<file path="config.mk">
export PLATFORM = sky130hd
export DESIGN_NAME = uart_cmd_responder
export DESIGN_NICKNAME = d
export VERILOG_FILES = /design/src/rtl/uart_cmd_responder.sv
export SDC_FILE = /design/constraint.sdc
export NUM_CORES = 1
export LEC_CHECK = 0
export CORE_MARGIN = 4
export CORE_UTILIZATION = 39
export CTS_BUF_LIST = sky130_fd_sc_hd__clkbuf_2 sky130_fd_sc_hd__clkbuf_4 sky130_fd_sc_hd__clkbuf_8
export CTS_CLUSTER_SIZE = 24
export DETAILED_ROUTE_END_ITERATION = 6
export GPL_ROUTABILITY_DRIVEN = 0
export SYNTH_ARGS = -nofsm -noshare
export SYNTH_HDL_FRONTEND = slang
export SYNTH_SLANG_ARGS = --single-unit
</file>
<file path="constraint.sdc">
create_clock -name clk -period 2.7 [get_ports clk]
set_input_delay 0.27 -clock clk [delete_from_list [all_inputs] [get_ports clk]]
set_output_delay 0.27 -clock clk [all_outputs]
set_load 0.02 [all_outputs]
</file>
<file path="src/rtl/uart_cmd_responder.sv">
// uart_cmd_responder: byte-level register read/write command engine behind a UART.
// The host sends 'W' addr data, 'R' addr or '?'. Each command gets exactly one reply byte
// through the transmitter handshake. The register bank is exported to the rest of the design.
`timescale 1ns/1ps
module uart_cmd_responder #(
    parameter int clk_freq       = 125_000_000,
    parameter int NREGS          = 16,
    parameter int TIMEOUT_CYCLES = clk_freq / 100
) (
    input  logic                 clk,
    input  logic                 rst,
    input  logic                 donerx,
    input  logic [7:0]           doutrx,
    input  logic                 donetx,
    output logic                 newd,
    output logic [7:0]           dintx,
    output logic [8*NREGS-1:0]   regs,
    output logic                 wr_strobe,
    output logic                 busy,
    output logic [7:0]           err_cnt
);

    localparam logic [2:0] IDLE     = 3'd0;
    localparam logic [2:0] GET_ADDR = 3'd1;
    localparam logic [2:0] GET_DATA = 3'd2;
    localparam logic [2:0] EXEC     = 3'd3;
    localparam logic [2:0] SEND     = 3'd4;
    localparam logic [2:0] WAIT_TX  = 3'd5;

    localparam logic [7:0] OP_WRITE = 8'h57;
    localparam logic [7:0] OP_READ  = 8'h52;
    localparam logic [7:0] OP_PING  = 8'h3F;
    localparam logic [7:0] RSP_OK   = 8'h4B;
    localparam logic [7:0] RSP_ERR  = 8'h45;
    localparam logic [7:0] RSP_PING = 8'h55;

    // The counter never has to hold more than TIMEOUT_CYCLES-2, so this width is enough.
    // When the counter sits at TIMEOUT_CYCLES-2 its next value would be TIMEOUT_CYCLES-1,
    // which is the point where the partial command is abandoned.
    localparam int             TW           = (TIMEOUT_CYCLES > 2) ? $clog2(TIMEOUT_CYCLES) : 1;
    localparam logic [TW-1:0]  TIMEOUT_LAST = TW'(TIMEOUT_CYCLES - 2);
    localparam logic [8:0]     NREGS_W      = 9'(NREGS);

    logic [2:0]    state;
    logic [7:0]    opcode;
    logic [7:0]    addr;
    logic [7:0]    data;
    logic [TW-1:0] tcnt;
    logic [3:0]    idx;
    logic          addr_ok;
    logic          exec_err;
    logic          drop;
    logic          timeout;
    logic          err_event;
    logic [7:0]    reply;

    assign idx = addr[3:0];

    // Decode the latched command into a reply byte and collect every error source for this cycle.
    always_comb begin
        addr_ok  = ({1'b0, addr} < NREGS_W);
        reply    = RSP_ERR;
        exec_err = 1'b1;
        case (opcode)
            OP_WRITE: begin
                if (addr_ok) begin
                    reply    = RSP_OK;
                    exec_err = 1'b0;
                end
            end
            OP_READ: begin
                if (addr_ok) begin
                    reply    = regs[8*idx +: 8];
                    exec_err = 1'b0;
                end
            end
            OP_PING: begin
                reply    = RSP_PING;
                exec_err = 1'b0;
            end
            default: begin
            end
        endcase
        wr_strobe = (state == EXEC) && (opcode == OP_WRITE) && addr_ok;
        drop      = donerx && ((state == EXEC) || (state == SEND) || (state == WAIT_TX));
        timeout   = ((state == GET_ADDR) || (state == GET_DATA)) && !donerx && (tcnt == TIMEOUT_LAST);
        err_event = drop || timeout || ((state == EXEC) && exec_err);
        busy      = (state != IDLE);
    end

    // Command FSM, register bank, reply staging, inter-byte timeout and error counter.
    always_ff @(posedge clk) begin
        if (rst) begin
            state   <= IDLE;
            opcode  <= 8'h00;
            addr    <= 8'h00;
            data    <= 8'h00;
            tcnt    <= '0;
            newd    <= 1'b0;
            dintx   <= 8'h00;
            regs    <= '0;
            err_cnt <= 8'h00;
        end else begin
            newd <= 1'b0;
            if (err_event && (err_cnt != 8'hFF)) begin
                err_cnt <= err_cnt + 8'd1;
            end
            if (wr_strobe) begin
                regs[8*idx +: 8] <= data;
            end
            case (state)
                IDLE: begin
                    tcnt <= '0;
                    if (donerx) begin
                        opcode <= doutrx;
                        if ((doutrx == OP_WRITE) || (doutrx == OP_READ)) begin
                            state <= GET_ADDR;
                        end else begin
                            state <= EXEC;
                        end
                    end
                end
                GET_ADDR: begin
                    if (donerx) begin
                        addr <= doutrx;
                        tcnt <= '0;
                        state <= (opcode == OP_WRITE) ? GET_DATA : EXEC;
                    end else if (timeout) begin
                        tcnt  <= '0;
                        state <= IDLE;
                    end else begin
                        tcnt <= tcnt + TW'(1);
                    end
                end
                GET_DATA: begin
                    if (donerx) begin
                        data  <= doutrx;
                        tcnt  <= '0;
                        state <= EXEC;
                    end else if (timeout) begin
                        tcnt  <= '0;
                        state <= IDLE;
                    end else begin
                        tcnt <= tcnt + TW'(1);
                    end
                end
                EXEC: begin
                    dintx <= reply;
                    newd  <= 1'b1;
                    state <= SEND;
                end
                SEND: begin
                    state <= WAIT_TX;
                end
                WAIT_TX: begin
                    if (donetx) begin
                        state <= IDLE;
                    end
                end
                default: begin
                    state <= IDLE;
                end
            endcase
        end
    end

endmodule

</file>
==> summary.txt, run 1 <==
Hold path
  – Hold Crit Class: input pin to flop
  – Min-Delay Path Depth: 4
  – Worst hold path endpoint: regs[20]
  – Hold path startpoint: rst

Synthesis
  – Post-synth top area share: 0.419
  – Synth Area in Compound Gates: 0.0911
  – Synth Instances: around 1,000
  – Syn_area_per_cell: ~9.3 sq um
  – Top post-synthesis cells by area: dfxtp_1, mux2i_1, mux4_2
  – Yosys Warn Count: 0
  – Predominant post-synthesis flop cell: dfxtp_1
  – Syn Nets: roughly 1,000
  – Synth Register Bits: 193
  – Largest family of logic cells by synthesized area: simple AND/OR/NAND/NOR gates
  – Post-synthesis sequential area ratio: 0.419
  – Asr flop ratio synth: 0
  – Synth Cell Area: between 0.009 and 0.01 sq mm
  – Adder-Cell Fraction of Synth Area: 0.00950
  – Number of synthesized flops with an enable pin: 0
  – Mux contribution to synthesized area: 0.200
  – Post-synthesis cell type count: between 70 and 80
  – Simple-Gate Fraction of Synth Area: 0.219
  – Leading area contributor after synthesis: dfxtp_1
  – Post-Synth XOR/XNOR Area: 0.0190

Timing
  – Layout Skew: about 0.026 ns
  – RSZ-0062 raised after global routing: no
  – Tcrit/Tclk final: 0.928
  – Fmax: 399 MHz
  – Final setup TNS: 0 ns
  – Tmin final: 2.51 ns
  – Max-slew headroom: 0.487
  – Slew Limit Fails: 0
  – Final Hold Viols: 0
  – Setup violations, final: 0
  – Worst slew pin tran: 0.769 ns

Floorplanning
  – Total die area: around 0.026 sq mm
  – Rows: 55
  – Die Wd: between 150 and 200 microns
  – Initial core utilization: 0.402
  – Die height: around 160 microns
  – Core Area: ~0.023 sq mm
  – I/O Pins: approximately 160

Worst setup path
  – Crit path capture type: flop
  – CP cell instances: nor3_1 > ha_1 > or4_1 > nor2_1 > nand4_4 > or3b_2 > a21oi_1
  – Max stage delay on crit path: roughly 0.50 ns
  – Crit path max fanout: 16
  – Crit path DAT: between 2 and 3 ns
  – Critical Path RT: ~3.1 ns
  – Worst R2R Setup Slack: between 0.15 and 0.2 ns
  – R2R depth: 7
  – Slowest CP cell: or3b_2
  – Worst R2R End: regs[1]
  – Setup CP Type: flop to flop
  – Worst R2R Start: addr[0]
  – Crit start category: flop

Clocking
  – Total CTS buffers: 17
  – Clk sinks: around 190
  – Clock tree from TritonCTS: built
  – Clk buf depth: 2
  – H-tree depth: 4
  – Clock transition at path regs: around 0.12 ns
  – Postcts setup bufs: 0
  – Clock Latency Late Sink: roughly 0.49 ns
  – Hold_buf cts: 0
  – Clk Tree Root Cell: clkbuf_8

Global route
  – Number of global-route vias before repair: 7,713
  – GR Util All Layers: 0.230
  – Largest net degree at the start of global routing: 44
  – GRT overflow: 0
  – Initial antenna violation count: 1
  – Global-route wire length before repair: 46.8 mm

Layout
  – Share of cells above drive strength 1: 0.130
  – Ant. Diodes: 0
  – Final Instance Count excl. Fillers: 1,463
  – Layout Area Growth over Synthesis: 25.7%
  – Nets: 1,156

Route
  – DRC: 0
  – Wire length per cell: around 21 microns
  – Drt first pass iters: 5
  – Final WL: 30.4 mm
  – Post-route ant nets: 0
  – Via count: 8,023
  – DR vias/cell: ~5.5
  – Initial drt markers: between 900 and 1,000

Power and ir drop
  – Pwr dens: approximately 460 mW/mm^2
  – Design Power: between 5000 and 6000 uW
  – P_leak: between 0.003 and 0.004 uW
  – VDD IR max: approximately 260 uV

Placed design
  – Placed Cells incl. Taps: about 1,400
  – I/O Buffers: 158
  – Final HPWL from detailed placement: ~22 mm

Run status
  – Status: finished, final reports clean

Flow run
  – # Max-Cap Violations: 0
## cell families after synthesis
logic type	count (synthesis)
AOI/OAI and AO/OA	143
muxes	135
adders and majority gates	7
xor gates and xnor gates	20
and+or+nand+nor	409
DFF	193
buffers and inverters	88
## through the flow
stage	cell area (sq um)	worst slack, ns	hold WS, ns	utilization
final	11600	0.195	0.345	0.506
after floorplan	9220	0.00251	0.406	-
after detailed placement	11200	0.148	0.460	0.487
after global placement	11200	0.217	0.455	0.487
after CTS	11600	0.0183	0.320	0.505
after global routing	11600	0.00323	0.353	0.506
## critical path: cells and delay by family (launching register included)
family	cells	cell delay [ns]
adder cells (fa/ha/maj)	1	0.28
flip-flops	1	0.36
AND/OR/NAND/NOR	5	1.65
AO/OA/AOI/OAI	1	0.15
## timing repair
action	4_1_cts	5_1_grt
pin swaps	0	1
setup endpoints to repair	1	8
gates resized for setup	1	3
## cells in the final DEF (no fill, tap or decap), types with 7 or more instances in the layout
cell,n
or3_1,33
mux2i_1,90
nor2b_1,7
clkdlybuf4s50_1,156
nand2_1,200
a21oi_1,58
dfxtp_1,189
buf_4,40
and3_1,11
inv_1,9
mux4_2,39
nor4_1,7
nand4_1,17
nor2_1,57
xnor2_1,16
ha_1,7
clkbuf_8,17
nand3_1,18
nor3_1,11
o21ai_0,53
## final cells by class
class | instances | area [sq um]
repair buffers | 199 | 1900
fillers | 2126 | 11300
inverters | 12 | 45.0
flip-flops and latches | 193 | 3870
well taps | 313 | 392
clock buffers | 17 | 234
clock inverters | 15 | 173
multi-input cells | 714 | 4970
## worst max path at each step
stage	startpoint	to	depth (start not counted)
after floorplan	addr[0]	regs[16]	11
after global routing	addr[0]	regs[18]	8
after global placement	addr[0]	regs[5]	7
final	addr[0]	regs[1]	7
after CTS	addr[7]	wr_strobe	4
after detailed placement	addr[0]	regs[0]	7
## flip-flops by register name (all words and copies together), names as in the netlist
name and count:
tcnt 21, err_cnt 8, opcode 8, regs 128, state 3, data 8
newd 1, addr 8, dintx 8
## routing by layer
| metal | global-route usage | up-vias | part of all wire |
|---|---|---|---|
| li1 | - | 3807 | - |
| met1 | 0.325 | 3820 | 0.45 |
| met2 | 0.346 | 355 | 0.44 |
| met3 | 0.0533 | 41 | 0.079 |
| met4 | 0.0807 | 0 | 0.028 |
| met5 | 0 | - | 0 |
## cell usage after synthesis, drive strengths merged, types with 3 or more instances
cell type	instances
dfxtp	193
nand3	20
nor4	8
nor2	60
a21o	3
or3b	9
a221oi	3
nor4b	3
o21ai	53
a21oi	58
nor3	12
xor2	4
clkbuf	55
and4	5
and2	6
or4	3
and3	11
xnor2	16
mux2i	90
ha	7
inv	11
a21boi	3
mux2	6
nor2b	7
mux4	39
or3	33
nand4	19
nand2	200
buf	21
## where the power goes
part	internal, uW	leakage, uW	switching (uW)
clock network	779	0.000204	1200
logic	167	0.00216	283
registers	2880	0.00156	62.3
total	3830	0.00392	1540
No activity file was read; power rests on OpenSTA's default activity.
==> inputs of run 2 (changes only) <==
- GPL_ROUTABILITY_DRIVEN: 0 -> unset
- GPL_TIMING_DRIVEN: unset -> 0
- PLACE_DENSITY_LB_ADDON: unset -> 0.3
==> run 2 against run 1 <==
Via count is 7.0% higher. Worst hold slack better by 0.10 ns. Cell count is 3.1% higher. Total power is 1.8% higher. Maximum frequency is 4.6% lower. Critical path type unchanged. Critical endpoint is now regs[67].
==> summary.txt, run 2 (synthesis gave the netlist of run 1 again) <==
Timing
  – Worst slew pin tran: 1.01 ns (+0.240 ns)
  – Tmin final: 2.63 ns (+0.121 ns)
  – Layout Skew: 0.0213 ns (-0.00452 ns)
  – Setup violations, final: 0 (unchanged)
  – Slew Limit Fails: 0 (unchanged)
  – Max-slew headroom: 0.325 (-0.162)
  – Setup ws final: 0.0742 ns (-0.121 ns)
  – RSZ-0062 raised after global routing: yes
  – Fmax: 381 MHz (-4.6%)
  – Final Hold Viols: 0 (unchanged)
  – Tcrit/Tclk final: 0.973 (+0.0446)

Layout
  – Area of the multi-input gates: 0.00512 sq mm (+3.0%)
  – Layout Area Growth over Synthesis: 30.2%
  – FILL cells: 2,081 (-2.1%)
  – Most frequent cells in the layout: nand2_1, dfxtp_1, clkdlybuf4s50_1
  – Final Instance Count excl. Fillers: 1,509 (+3.1%)
  – Share of cells above drive strength 1: 0.143 (+0.0134)
  – Top Registers: regs: 128 flops, tcnt: 21 flops
  – Largest register FFs: 128 (unchanged)
  – Most common cell after layout, fill and taps aside: nand2_1
  – Ant. Diodes: 0 (unchanged)
  – Nets: 1,202 (+4.0%)
  – Final design utilization: 0.524 (+0.0184)
  – Seq. cell area: 0.00387 sq mm (about the same)
  – Register name with the most flops: regs

Route
  – DR vias/cell: 5.69 (+3.7%)
  – Drt first pass iters: 5 (unchanged)
  – Post-route ant nets: 0 (unchanged)
  – Via count: 8,583 (+7.0%)
  – Wire length per cell: 22.0 microns (+5.9%)
  – Final WL: 33.2 mm (+9.2%)
  – Initial drt markers: 822 (-10%)
  – DRC: 0 (unchanged)

Clocking
  – Clock transition at path regs: 0.11 ns (about the same)
  – Clk Tree Root Cell: clkbuf_8
  – H-tree depth: 4 (unchanged)
  – Clk sinks: 193 (unchanged)
  – Clk buf depth: 2 (unchanged)
  – Clock Latency Late Sink: 0.50 ns (about the same)
  – Clock tree from TritonCTS: built
  – Total CTS buffers: 17 (unchanged)
  – Hold_buf cts: 0 (unchanged)

Placed design
  – Final HPWL from detailed placement: 24.3 mm (+12%)
  – Setup WS pre-CTS: -0.753 ns (-0.900 ns)
  – Gpl congestion: a little under 1
  – I/O Buffers: 158 (unchanged)
  – Placed Cells incl. Taps: 1,466 (+2.4%)

Floorplanning
  – Initial core utilization: 0.402 (unchanged)
  – Die Wd: 162 microns (unchanged)
  – Core Area: 0.0229 sq mm (unchanged)
  – Rows: 55 (unchanged)
  – I/O Pins: 159 (unchanged)
  – Die height: 162 microns (unchanged)
  – Total die area: 0.0262 sq mm (unchanged)

Global route
  – Number of global-route vias before repair: 8,461 (+9.7%)
  – GRT overflow: 0 (unchanged)
  – Largest net degree at the start of global routing: 20 (-55%)
  – Initial antenna violation count: 0 (-1)
  – GR Util All Layers: 0.250 (+0.0201)
  – Global-route wire length before repair: 50.2 mm (+7.4%)

Power and ir drop
  – P_leak: 0.00401 uW (+2.4%)
  – VDD IR max: 296 uV (+14%)
  – Pwr dens: 455 mW/mm^2 (-1.8%)

Worst setup path
  – Max stage delay on crit path: 0.41 ns (-0.09 ns)
  – CP Buf/Inv Count: 5 (+5)
  – CP cell instances: buf_12 > clkbuf_16 > inv_4 > ha_4 > or3b_4 > o31ai_4 > buf_6 > nand3_4 > buf_6 > or3_4 > a21oi_2
  – Crit path max fanout: 10 (-6)
  – Setup CP Type: flop to flop
  – Crit path DAT: 3.04 ns (+0.12 ns)
  – Slowest CP cell: or3b_4
  – Critical Path RT: 3.11 ns (about the same)
  – Crit path launch: addr[1]
  – Crit path capture type: flop
  – Worst R2R Start: addr[1]
  – Critical path's most frequent cell: buf_6
  – Crit start category: flop
  – Worst path top cell family by delay: simple AND/OR/NAND/NOR gates

Run status
  – Status: finished, final reports clean

Hold path
  – Hold Crit Class: input pin to flop
  – Hold path startpoint: doutrx[6]

Flow run
  – # Max-Cap Violations: 0 (unchanged)
## run 2: repair_timing
item,CTS,global route
gates resized for setup,53,37
setup buffers,12,2
setup endpoints to repair,133,98
gates cloned,3,0
pin swaps,4,6
## run 2: path summary, 6_finish.rpt
path / to / slack, ns / cells past startpoint
hold reg to reg: opcode[3] / 0.48 / 2
setup reg to reg: regs[67] / 0.07 / 11
hold / removal: opcode[6] / 0.45 / 3
setup / recovery: regs[67] / 0.07 / 11
## run 2: where the power goes
| part | internal (uW) | switching, uW |
|---|---|---|
| Clock | 776 | 1190 |
| Sequential | 2880 | 28.8 |
| Combinational | 217 | 368 |
## run 2: per-layer routing
metal / up-vias / GRT usage / wire [microns]
met5: - / 0 / 0
li1: 3904 / - / -
met3: 83 / 0.0563 / 3150
met1: 4137 / 0.335 / 13800
met2: 459 / 0.395 / 15100
met4: 0 / 0.0934 / 1220
## run 2: metrics by stage
| step | setup TNS (ns) | hold WS [ns] | area (sq um) | total power, uW |
|---|---|---|---|---|
| 6_report | 0 | 0.449 | 12000 | 5460 |
| 3_3_place_gp | -56.74 | 0.452 | 11200 | 3460 |
| 2_1_floorplan | 0 | 0.406 | 9220 | 3280 |
| 5_1_grt | -0.0493 | 0.483 | 12000 | 5610 |
| 3_5_place_dp | -57.07 | 0.459 | 11200 | 3460 |
| 4_1_cts | 0 | 0.439 | 11900 | 5440 |
## run 2: layout make-up
type                       instances  area share
clock buffer                      17      0.0195
buffer                            70      0.0363
timing repair buffer             175       0.144
clock inverter                    15      0.0138
inverter                          12     0.00458
multi-input combinational        714       0.427
tap                              313      0.0326
sequential                       193       0.322
## run 2: worst reg2reg max path, stage by stage (launching register included)
cell       delay (ns)
dfxtp_4          0.37
buf_12           0.15
clkbuf_16        0.18
inv_4            0.07
ha_4             0.15
or3b_4           0.41
o31ai_4          0.21
buf_6            0.15
nand3_4          0.15
buf_6            0.21
or3_4            0.37
a21oi_2          0.13
